[config.mk]
export PLATFORM = sky130hd
export DESIGN_NAME = rsa_decrypt
export DESIGN_NICKNAME = d
export VERILOG_FILES = /design/src/rtl/rsa_decrypt.sv
export SDC_FILE = /design/constraint.sdc
export NUM_CORES = 1
export LEC_CHECK = 0
export CAP_MARGIN = 5
export CORE_MARGIN = 4
export CORE_UTILIZATION = 50
export DETAILED_ROUTE_END_ITERATION = 12
export GPL_TIMING_DRIVEN = 1
export HOLD_SLACK_MARGIN = 0.06
export PLACE_DENSITY_LB_ADDON = 0.3
export SYNTH_ARGS = -nofsm -noshare
export SYNTH_HDL_FRONTEND = slang
export SYNTH_SLANG_ARGS = --single-unit
[constraint.sdc]
create_clock -name clk -period 26.2 [get_ports clk]
set_input_delay 5.24 -clock clk [delete_from_list [all_inputs] [get_ports clk]]
set_output_delay 5.24 -clock clk [all_outputs]
set_load 0.02 [all_outputs]
[src/rtl/rsa_decrypt.sv]
// RSA decryptor: recovers an 8-bit plaintext as c^D mod N using right-to-left
// square-and-multiply, one exponent bit per cycle, with valid/ready on both sides.
module rsa_decrypt #(
    parameter int N      = 3233,
    parameter int D      = 2753,
    parameter int D_BITS = 12,
    parameter int CW     = 13,
    parameter int RW     = 12
) (
    input  logic          clk,
    input  logic          reset,
    input  logic          in_valid,
    input  logic [CW-1:0] in_data,
    output logic          in_ready,
    output logic          out_valid,
    output logic [7:0]    out_data,
    output logic          out_err,
    input  logic          out_ready,
    output logic          busy
);

    localparam int CNT_W = $clog2(D_BITS + 1);
    localparam int PW    = 2 * RW;

    localparam logic [PW-1:0]     N_P      = PW'(N);
    localparam logic [CW-1:0]     N_C      = CW'(N);
    localparam logic [D_BITS-1:0] D_INIT   = D_BITS'(D);
    localparam logic [CNT_W-1:0]  CNT_LAST = CNT_W'(D_BITS - 1);
    localparam logic [RW-1:0]     BYTE_MAX = RW'(255);

    typedef enum logic [1:0] {
        S_IDLE,
        S_STEP,
        S_DONE
    } state_t;

    state_t r_state;
    state_t w_state_nxt;

    logic [RW-1:0]     r_result;
    logic [RW-1:0]     r_base;
    logic [D_BITS-1:0] r_exp;
    logic [CNT_W-1:0]  r_cnt;
    logic              r_range;
    logic [7:0]        r_out_data;
    logic              r_out_err;

    logic [PW-1:0] w_prod_rb;
    logic [PW-1:0] w_prod_bb;
    logic [RW-1:0] w_mod_rb;
    logic [RW-1:0] w_mod_bb;
    logic [RW-1:0] w_in_mod;
    logic [RW-1:0] w_res_nxt;
    logic          w_in_range_err;
    logic          w_last;

    // Both products are kept at full width and reduced in the same cycle.
    assign w_prod_rb      = PW'(r_result) * PW'(r_base);
    assign w_prod_bb      = PW'(r_base) * PW'(r_base);
    assign w_mod_rb       = RW'(w_prod_rb % N_P);
    assign w_mod_bb       = RW'(w_prod_bb % N_P);
    assign w_in_mod       = RW'(in_data % N_C);
    assign w_in_range_err = (in_data >= N_C);
    assign w_res_nxt      = r_exp[0] ? w_mod_rb : r_result;
    assign w_last         = (r_cnt == CNT_LAST);

    always_ff @(posedge clk) begin
        if (reset) begin
            r_state <= S_IDLE;
        end else begin
            r_state <= w_state_nxt;
        end
    end

    always_comb begin
        w_state_nxt = r_state;
        in_ready    = 1'b0;
        busy        = 1'b0;
        out_valid   = 1'b0;
        case (r_state)
            S_IDLE: begin
                in_ready = 1'b1;
                if (in_valid) begin
                    w_state_nxt = S_STEP;
                end
            end
            S_STEP: begin
                busy = 1'b1;
                if (w_last) begin
                    w_state_nxt = S_DONE;
                end
            end
            S_DONE: begin
                busy      = 1'b1;
                out_valid = 1'b1;
                if (out_ready) begin
                    w_state_nxt = S_IDLE;
                end
            end
            default: begin
                w_state_nxt = S_IDLE;
            end
        endcase
    end

    always_ff @(posedge clk) begin
        if (reset) begin
            r_result   <= RW'(1);
            r_base     <= '0;
            r_exp      <= '0;
            r_cnt      <= '0;
            r_range    <= 1'b0;
            r_out_data <= '0;
            r_out_err  <= 1'b0;
        end else begin
            case (r_state)
                S_IDLE: begin
                    if (in_valid) begin
                        r_base   <= w_in_mod;
                        r_result <= RW'(1);
                        r_exp    <= D_INIT;
                        r_cnt    <= '0;
                        r_range  <= w_in_range_err;
                    end
                end
                S_STEP: begin
                    r_result <= w_res_nxt;
                    r_base   <= w_mod_bb;
                    r_exp    <= r_exp >> 1;
                    r_cnt    <= r_cnt + CNT_W'(1);
                    // Outputs are captured from the final product so they survive the next job's init.
                    if (w_last) begin
                        r_out_data <= w_res_nxt[7:0];
                        r_out_err  <= r_range | (w_res_nxt > BYTE_MAX);
                    end
                end
                default: begin
                end
            endcase
        end
    end

    assign out_data = r_out_data;
    assign out_err  = r_out_err;

endmodule

# Word level (Yosys, flattened, before mapping)
# Cells that the tools add are included.
[op_classes]
add_sub_neg = 1
n_mul = 2
n_div = 3
order_cmp = 2
n_eq_ne = 6
muxes = 16
bitwise_logic = 1
reduce_logical = 7
[op_table]
columns = ["cell", "n"]
rows = [
  ["$pmux 12 s2", 3],
  ["$mod 24x12->24 const B", 2],
  ["$mul 12x12->24", 2],
  ["$mux 12", 4],
  ["$ge 13x12->1 const B", 1],
  ["$mod 13x12->13 const B", 1],
  ["$gt 12x8->1 const B", 1],
  ["$pmux 4 s2", 1],
  ["$mux 2", 3],
  ["$ne 2x2->1 const B", 3],
  ["$pmux 2 s3", 1],
  ["$reduce_and 2->1", 3],
  ["$add 4x1->4 const B", 1],
  ["$eq 4x4->1 const B", 1],
  ["$mux 4", 1],
  ["$mux 1", 3],
  ["$reduce_and 3->1", 1],
  ["$eq 2x1->1 const B", 1],
  ["$eq 2x2->1 const B", 1],
  ["$logic_not 2->1", 1],
  ["$reduce_bool 2->1", 1],
  ["$reduce_or 2->1", 1],
  ["$or 1x1->1", 1],
]
[word_totals]
register_bits = 52
input_bits = 17
output_inout_bits = 12
elab_cells = 46

# Logic depth before layout (Yosys ltp)
# Gate-level depths: netlist of the first run.
[depth]
word_depth = 5
ltp_mapped = 83

# Worst setup path after synthesis of the first run
# Ideal clock, no wire load.
[synth_timing]
path_kind = "input port to flip-flop"
from = "input port in_data[12]"
to = "register r_base[6]"
setup_ns = 0.086
t_arrival_ns = 19.203
required_ns = 26.114
path_slack_ns = 6.912
path_stages = 63
path_buffers = 5
path_cell_list = "nand2_1 > o211ai_1 > a211oi_1 > a211o_1 > nor4_1 > or4_4 > and2_1 > clkbuf_1 > or3_1 > a21oi_1 > o31ai_1 > mux2i_1 > a21oi_1 > a21oi_2 > xnor2_1 > a21oi_1 > o211a_2 > or4_1 > [27 not listed] > a2111o_1 > buf_4 > nand2_2 > mux2_2 > and3_1 > a31oi_2 > and2_1 > buf_2 > xnor2_1 > ha_1 > nand3_1 > mux2i_1 > a21o_1 > a31oi_4 > nor2_4 > a21oi_1 > xnor2_1 > a211oi_1"
[synth_via]
elab_chain_cells = 3
[synth_rtl]
columns = ["item", "line", "source"]
rows = [
  ["start: declaration", "13", "input logic [CW-1:0] in_data,"],
  ["$mod 13x12->13", "62", "assign w_in_mod = RW'(in_data % N_C);"],
  ["$mux 12", "118", "if (in_valid) begin"],
  ["$pmux 12 s2", "116", "case (r_state)"],
  ["end signal: assignment", "119", "r_base <= w_in_mod;"],
  ["end signal: assignment", "128", "r_base <= w_mod_bb;"],
  ["end: declaration", "41", "logic [RW-1:0] r_base;"],
]
# Every way passes these cells. The select of a mux whose other input is x is not followed.
# A chain may end at the register's enable or synchronous reset.

# Worst setup path after layout of the first run
[layout_timing]
from = "register r_base[7]"
to = "register r_base[6]"
[layout_via]
elab_chain_cells = 3
[layout_rtl]
columns = ["item", "line", "source"]
rows = [
  ["$mul 12x12->24", "59", "assign w_prod_bb = PW'(r_base) * PW'(r_base);"],
  ["$mod 24x12->24", "61", "assign w_mod_bb = RW'(w_prod_bb % N_P);"],
  ["$pmux 12 s2", "116", ""],
]
# Every way passes these cells.

==> results.py, run 1 <==
metrics = {
    "global_routing": {
        "grt_max_degree": 56,
        "grt_util_met1_pct": 37.5,
        "antenna_found_initial": 0,
        "grt.overflow.total": 0,
        "grtUsageMet3_pct": 1.97,
        "grt_pass1_wl_microns": 119000,
        "met2_usage_pct": 42.5,
        "grt_pass1_vias": 23800,
        "grt-busiest-layer": "met2",
        "grt_use_total_pct": 25.6,
    },
    "floorplanning": {
        "dieArea_sq_mm": 0.0530,
        "die_y_microns": 230,
        "io_pins": 29,
        "die_width_microns": 230,
        "std_cell_rows": 81,
        "initial_core_util_pct": 50.6,
        "core-area_sq_mm": 0.0488,
    },
    "clock_network": {
        "numClockSinks": 52,
        "clk_latency_ps": 290,
        "cts_root_buffer": "clkbuf_16",
        "cts_hold_buf": 0,
        "path_clk_slew_ps": 70,
        "cts_tree": "done",
        "cts_setup_buffers": 0,
        "cts_resized": 0,
        "ctsHtreeMaxLevel": 2,
        "clockBufferDepth": 2,
        "cts_made_buffers": 5,
    },
    "routing": {
        "firstDrtPassIters": 6,
        "drtIter0Drc": 1968,
        "drc": 0,
        "vias": 25000,
        "wire_per_inst_microns": 18.4,
        "drt-total-wl_microns": 70900,
        "antenna_left": 0,
        "via_per_inst": 6.48,
    },
    "logic_synthesis": {
        "synth_top_area_share_pct": 14.5,
        "synth-async-reset-ratio_pct": 0,
        "synth_compound_area_share_pct": 31.8,
        "syn_area_per_cell_sq_um": 7.58,
        "synthSimpleGateAreaFrac_pct": 25.4,
        "syn-instance-count": 3258,
        "synthAdderAreaFrac_pct": 21.7,
        "syn_nets": 3587,
        "yosysUniqueCellTypes": 153,
        "synthTopCellsByArea": "fa_1 15%, ha_1 6.7%, xnor2_1 4.9%, nand2_1 4.8%, dfxtp_1 4.2%",
        "synth_top_area_cell": "fa_1",
        "ys_seq_area_share_pct": 4.21,
        "synthFlopType": "dfxtp_1",
        "synth_xor_area_share_pct": 7.13,
        "yosysWarningCount": 0,
        "synth_top_family_by_area": "compound AO/OA/AOI/OAI gates",
        "synth_area_sq_mm": 0.0247,
        "synth-edff-count": 0,
        "yosys_register_bits": 52,
        "synthMuxAreaShare_pct": 3.51,
    },
    "timing": {
        "rsz0062_at_grt": "false",
        "max_freq_ghz": 0.0423,
        "drv_slew": 0,
        "layout_min_cycle_time_ps": 23620,
        "fin_tns_setup_ps": 0,
        "finalCritPeriodShare_pct": 90.1,
        "hold_viol": 0,
        "finalSetupViolations": 0,
        "max_slew_margin_pct": 15.1,
        "tightest_slew_ps": 1250,
        "finalClockSkew_ps": 7.35,
    },
    "setup_path": {
        "path_max_fanout": 24,
        "slowest_stage": "o311ai_1",
        "reg2reg_from": "r_base[7]",
        "critPathMaxStageDelay_ps": 1070,
        "arrival_ps": 23830,
        "critPathLaunch": "r_base[7]",
        "critPathRequiredTime_ps": 26410,
        "timing.rr.end": "r_base[6]",
        "cp-endpoint": "r_base[6]",
        "setup.worst_path.end_class": "flop",
        "worstSetupStartpointType": "flop",
        "worstSetupPathType": "flop to flop",
        "rr_worst_depth": 71,
        "rrSetupSlack_ps": 2580,
    },
    "final_layout": {
        "areaGrowthSynthToFinish_pct": 3.19,
        "multiInputGateArea_sq_mm": 0.0221,
        "final_cell_mix": "315 x nand2_1, 249 x inv_1, 247 x nor2_1",
        "nNetsFinal": 3518,
        "ff_latch_area_sq_mm": 0.00104,
        "n_fill_cell": 4733,
        "drive_above_1_share_pct": 8.09,
        "mostFrequentLayoutCell": "nand2_1",
        "antenna_cells": 0,
    },
    "run_status": {
        "status": "finished, final reports clean",
    },
    "run": {
        "cap_violations": 0,
    },
    "placed_design": {
        "gp_congestion": 0.921,
        "io_buffer_count": 28,
        "dpl.hpwl_microns": 56800,
    },
    "min_path": {
        "hp-class": "flop to flop",
    },
}
==> critical path: cells and delay by family, from the launching register on <==
kind,cells,cell delay (ps)
XOR/XNOR,4,1320
AND/OR/NAND/NOR,18,4340
multiplexers,4,1660
adder cells (fa/ha/maj),9,3600
flip-flops,1,1010
buffers and inverters,5,500
AO/OA/AOI/OAI,31,11060
==> sequential cells by signal (all words and copies together), names as in the netlist <==
| name | cells |
|---|---|
| r_cnt | 4 |
| out_data | 8 |
| r_result | 12 |
| r_state | 2 |
| r_range | 1 |
| out_err | 1 |
| r_base | 12 |
| r_exp | 12 |
==> worst min-delay path by stage <==
stage	from	end	slack, ps	cells after the start
CTS	out_data[2]	out_data[2]	500	2
global placement	r_exp[11]	r_exp[11]	470	2
floorplan	r_exp[11]	r_exp[11]	450	2
detailed placement	out_data[3]	out_data[3]	480	2
finish	r_exp[11]	r_exp[11]	500	2
global route	r_exp[9]	r_exp[9]	520	2
==> cells in the mapped netlist, types with 27 or more instances <==
master and instances:
nor2_1 247, clkbuf_1 73, or3_1 29, o22ai_1 28, o21ai_0 115, xnor2_1 138, and3_1 38, nor3_1 99
or2_2 31, xor2_1 42, o21a_1 45, a21oi_1 165, o211ai_1 48, nand4_1 29, inv_1 249, and2_1 140
ha_1 133, o21ai_1 51, a21o_1 42, nand2_1 315, fa_1 179, dfxtp_1 52, a31oi_1 43, nor4_1 36
mux2i_1 49, o31ai_1 27, a211oi_1 60, nand3_1 90
==> final cells by class <==
| class | count | share of cell area [%] |
|---|---|---|
| repair buffers | 46 | 1.61 |
| multi-input cells | 2835 | 86.8 |
| inverters | 249 | 3.67 |
| flip-flops and latches | 52 | 4.08 |
| well taps | 664 | 3.26 |
| clock buffers | 5 | 0.491 |
| clock inverters | 3 | 0.0835 |
==> layer usage <==
| metal | vias to the layer above | wire, microns | share of wire [%] |
|---|---|---|---|
| met5 | - | 0 | 0 |
| met4 | 0 | 702 | 0.99 |
| met3 | 69 | 3970 | 5.6 |
| met2 | 834 | 32800 | 46 |
| met1 | 12200 | 33400 | 47 |
| li1 | 11900 | - | - |
==> per-stage QoR <==
step                      cell area, sq um  utilization (%)  hold slack (ps)  worst slack (ps)  instances
final                                25500             52.2              499              2580       3854
after global routing                 25500             52.2              524               840       3854
after CTS                            25500             52.2              498              2900       3854
after detailed placement             25300             51.9              478              2700       3846
after global placement               25300             51.9              471              3590       3846
after floorplan                      24700                -              453              6910       3258
==> logic make-up (layout without fill, tap and decap cells) <==
kind of cell,count (synthesis),count (layout)
AND/OR/NAND/NOR,1209,1209
AO/OA/AOI/OAI,1032,1032
buffers and inverters,371,303
adder cells (fa/ha/maj),322,322
XOR/XNOR,191,191
multiplexers,81,81
flip-flops,52,52
Power of run 1 is not shown: default switching activity piles up to over one toggle a cycle in this logic, so the estimate is an artifact.
==> run 2: changes to the inputs <==
--- a/config.mk
+++ b/config.mk
@@ -7,7 +7,7 @@
 export LEC_CHECK = 0
 export CAP_MARGIN = 5
 export CORE_MARGIN = 4
-export CORE_UTILIZATION = 50
+export CORE_UTILIZATION = 45
 export DETAILED_ROUTE_END_ITERATION = 12
 export GPL_TIMING_DRIVEN = 1
 export HOLD_SLACK_MARGIN = 0.06
==> run 2 against run 1 <==
Net effect: clock skew shrank 3.8 ps; critical path depth grew 1; hold slack lost 1.2 ps.
==> results.py, run 2 (same netlist as run 1, synthesis figures left out) <==
metrics = {
    "run_status": {
        "status": "finished, final reports clean",
    },
    "global_routing": {
        "grt_use_total_pct": 21.5,
        "grt.overflow.total": 0,
        "grt_pass1_wl_microns": 112000,
        "grt_max_degree": 56,
        "grt_pass1_vias": 22400,
        "antenna_found_initial": 0,
    },
    "timing": {
        "fin_tns_setup_ps": 0,
        "drv_slew": 0,
        "layout_min_cycle_time_ps": 22500,
        "rsz0062_at_grt": "false",
        "max_freq_ghz": 0.0444,
        "finalClockSkew_ps": 3.54,
        "tightest_slew_ps": 1150,
        "finalSetupViolations": 0,
        "max_slew_margin_pct": 22.5,
        "finalCritPeriodShare_pct": 85.9,
        "hold_viol": 0,
    },
    "setup_path": {
        "critPathMaxStageDelay_ps": 930,
        "worstSetupPathType": "flop to flop",
        "slowest_stage": "o41ai_1",
        "arrival_ps": 22710,
        "path_max_fanout": 16,
        "critPathRequiredTime_ps": 26410,
        "setup.worst_path.end_class": "flop",
        "worstSetupStartpointType": "flop",
    },
    "placed_design": {
        "dpl.hpwl_microns": 52800,
        "dpl_cell_area_sq_mm": 0.0254,
        "io_buffer_count": 28,
        "gp_congestion": 0.918,
    },
    "clock_network": {
        "cts_tree": "done",
        "clk_latency_ps": 290,
        "clockBufferDepth": 2,
        "ctsHtreeMaxLevel": 2,
        "cts_setup_buffers": 0,
        "numClockSinks": 52,
        "cts_hold_buf": 0,
        "path_clk_slew_ps": 70,
        "cts_resized": 0,
        "cts_root_buffer": "clkbuf_16",
        "cts_made_buffers": 5,
    },
    "floorplanning": {
        "die_y_microns": 242,
        "dieArea_sq_mm": 0.0587,
        "std_cell_rows": 85,
        "io_pins": 29,
        "initial_core_util_pct": 45.6,
        "die_width_microns": 242,
        "core-area_sq_mm": 0.0541,
    },
    "min_path": {
        "hp-class": "flop to flop",
    },
    "final_layout": {
        "ff_latch_area_sq_mm": 0.00104,
        "areaGrowthSynthToFinish_pct": 3.46,
        "top_regs": "r_base x12, r_exp x12, r_result x12",
        "drive_above_1_share_pct": 8.09,
        "antenna_cells": 0,
        "final_cell_mix": "315 x nand2_1, 249 x inv_1, 247 x nor2_1",
        "multiInputGateArea_sq_mm": 0.0221,
        "n_fill_cell": 5372,
        "nNetsFinal": 3519,
        "final_area_sq_mm": 0.0256,
        "mostFrequentLayoutCell": "nand2_1",
    },
    "routing": {
        "drc": 0,
        "wire_per_inst_microns": 17.0,
        "drt-total-wl_microns": 66100,
        "via_per_inst": 6.23,
        "firstDrtPassIters": 6,
        "vias": 24200,
        "drtIter0Drc": 1703,
        "antenna_left": 0,
    },
    "run": {
        "cap_violations": 0,
    },
}
## run 2: worst paths after layout
path,cells past startpoint,slack [ps],startpoint,end
worst min register to register,2,500,out_data[2],out_data[2]
worst min-delay path,2,500,out_data[2],out_data[2]
worst max-delay path,72,3700,r_base[6],r_base[6]
worst max register to register,72,3700,r_base[6],r_base[6]
## run 2: final cells by class
type,count,area share [%]
clock buffers,6,0.504
clock inverters,2,0.152
multi-input cells,2835,86.6
flip-flops and latches,52,4.07
inverters,249,3.66
well taps,696,3.41
repair buffers,47,1.64
## run 2: layer usage
layer	vias to the layer above	wire, microns	share of wire, %	GRT usage (%)
met5	-	0	0	0
met4	0	492	0.74	1.76
met3	46	2920	4.4	1.69
met2	629	30000	45	35.0
met1	11600	32700	49	32.3
li1	11900	-	-	-
## run 2: metrics by stage
stage                     hold WS [ps]  cells  util, %  setup WS [ps]
after global placement             472   3879     46.9           4220
after floorplan                    453   3258        -           6910
final                              498   3887     47.2           3700
after detailed placement           484   3879     46.9           3800
after CTS                          499   3887     47.2           3930
after global routing               521   3887     47.2           1740
## run 2: worst max-delay path: cells and delay by family, from the launching register on
kind	cells	cell delay (ps)
mux	4	1640
buf+inv	6	700
compound gates	31	9960
simple gates	18	4540
flops	1	780
xor+xnor	4	1280
fa+ha+maj	9	3520
Power of run 2 is left out for the same reason.
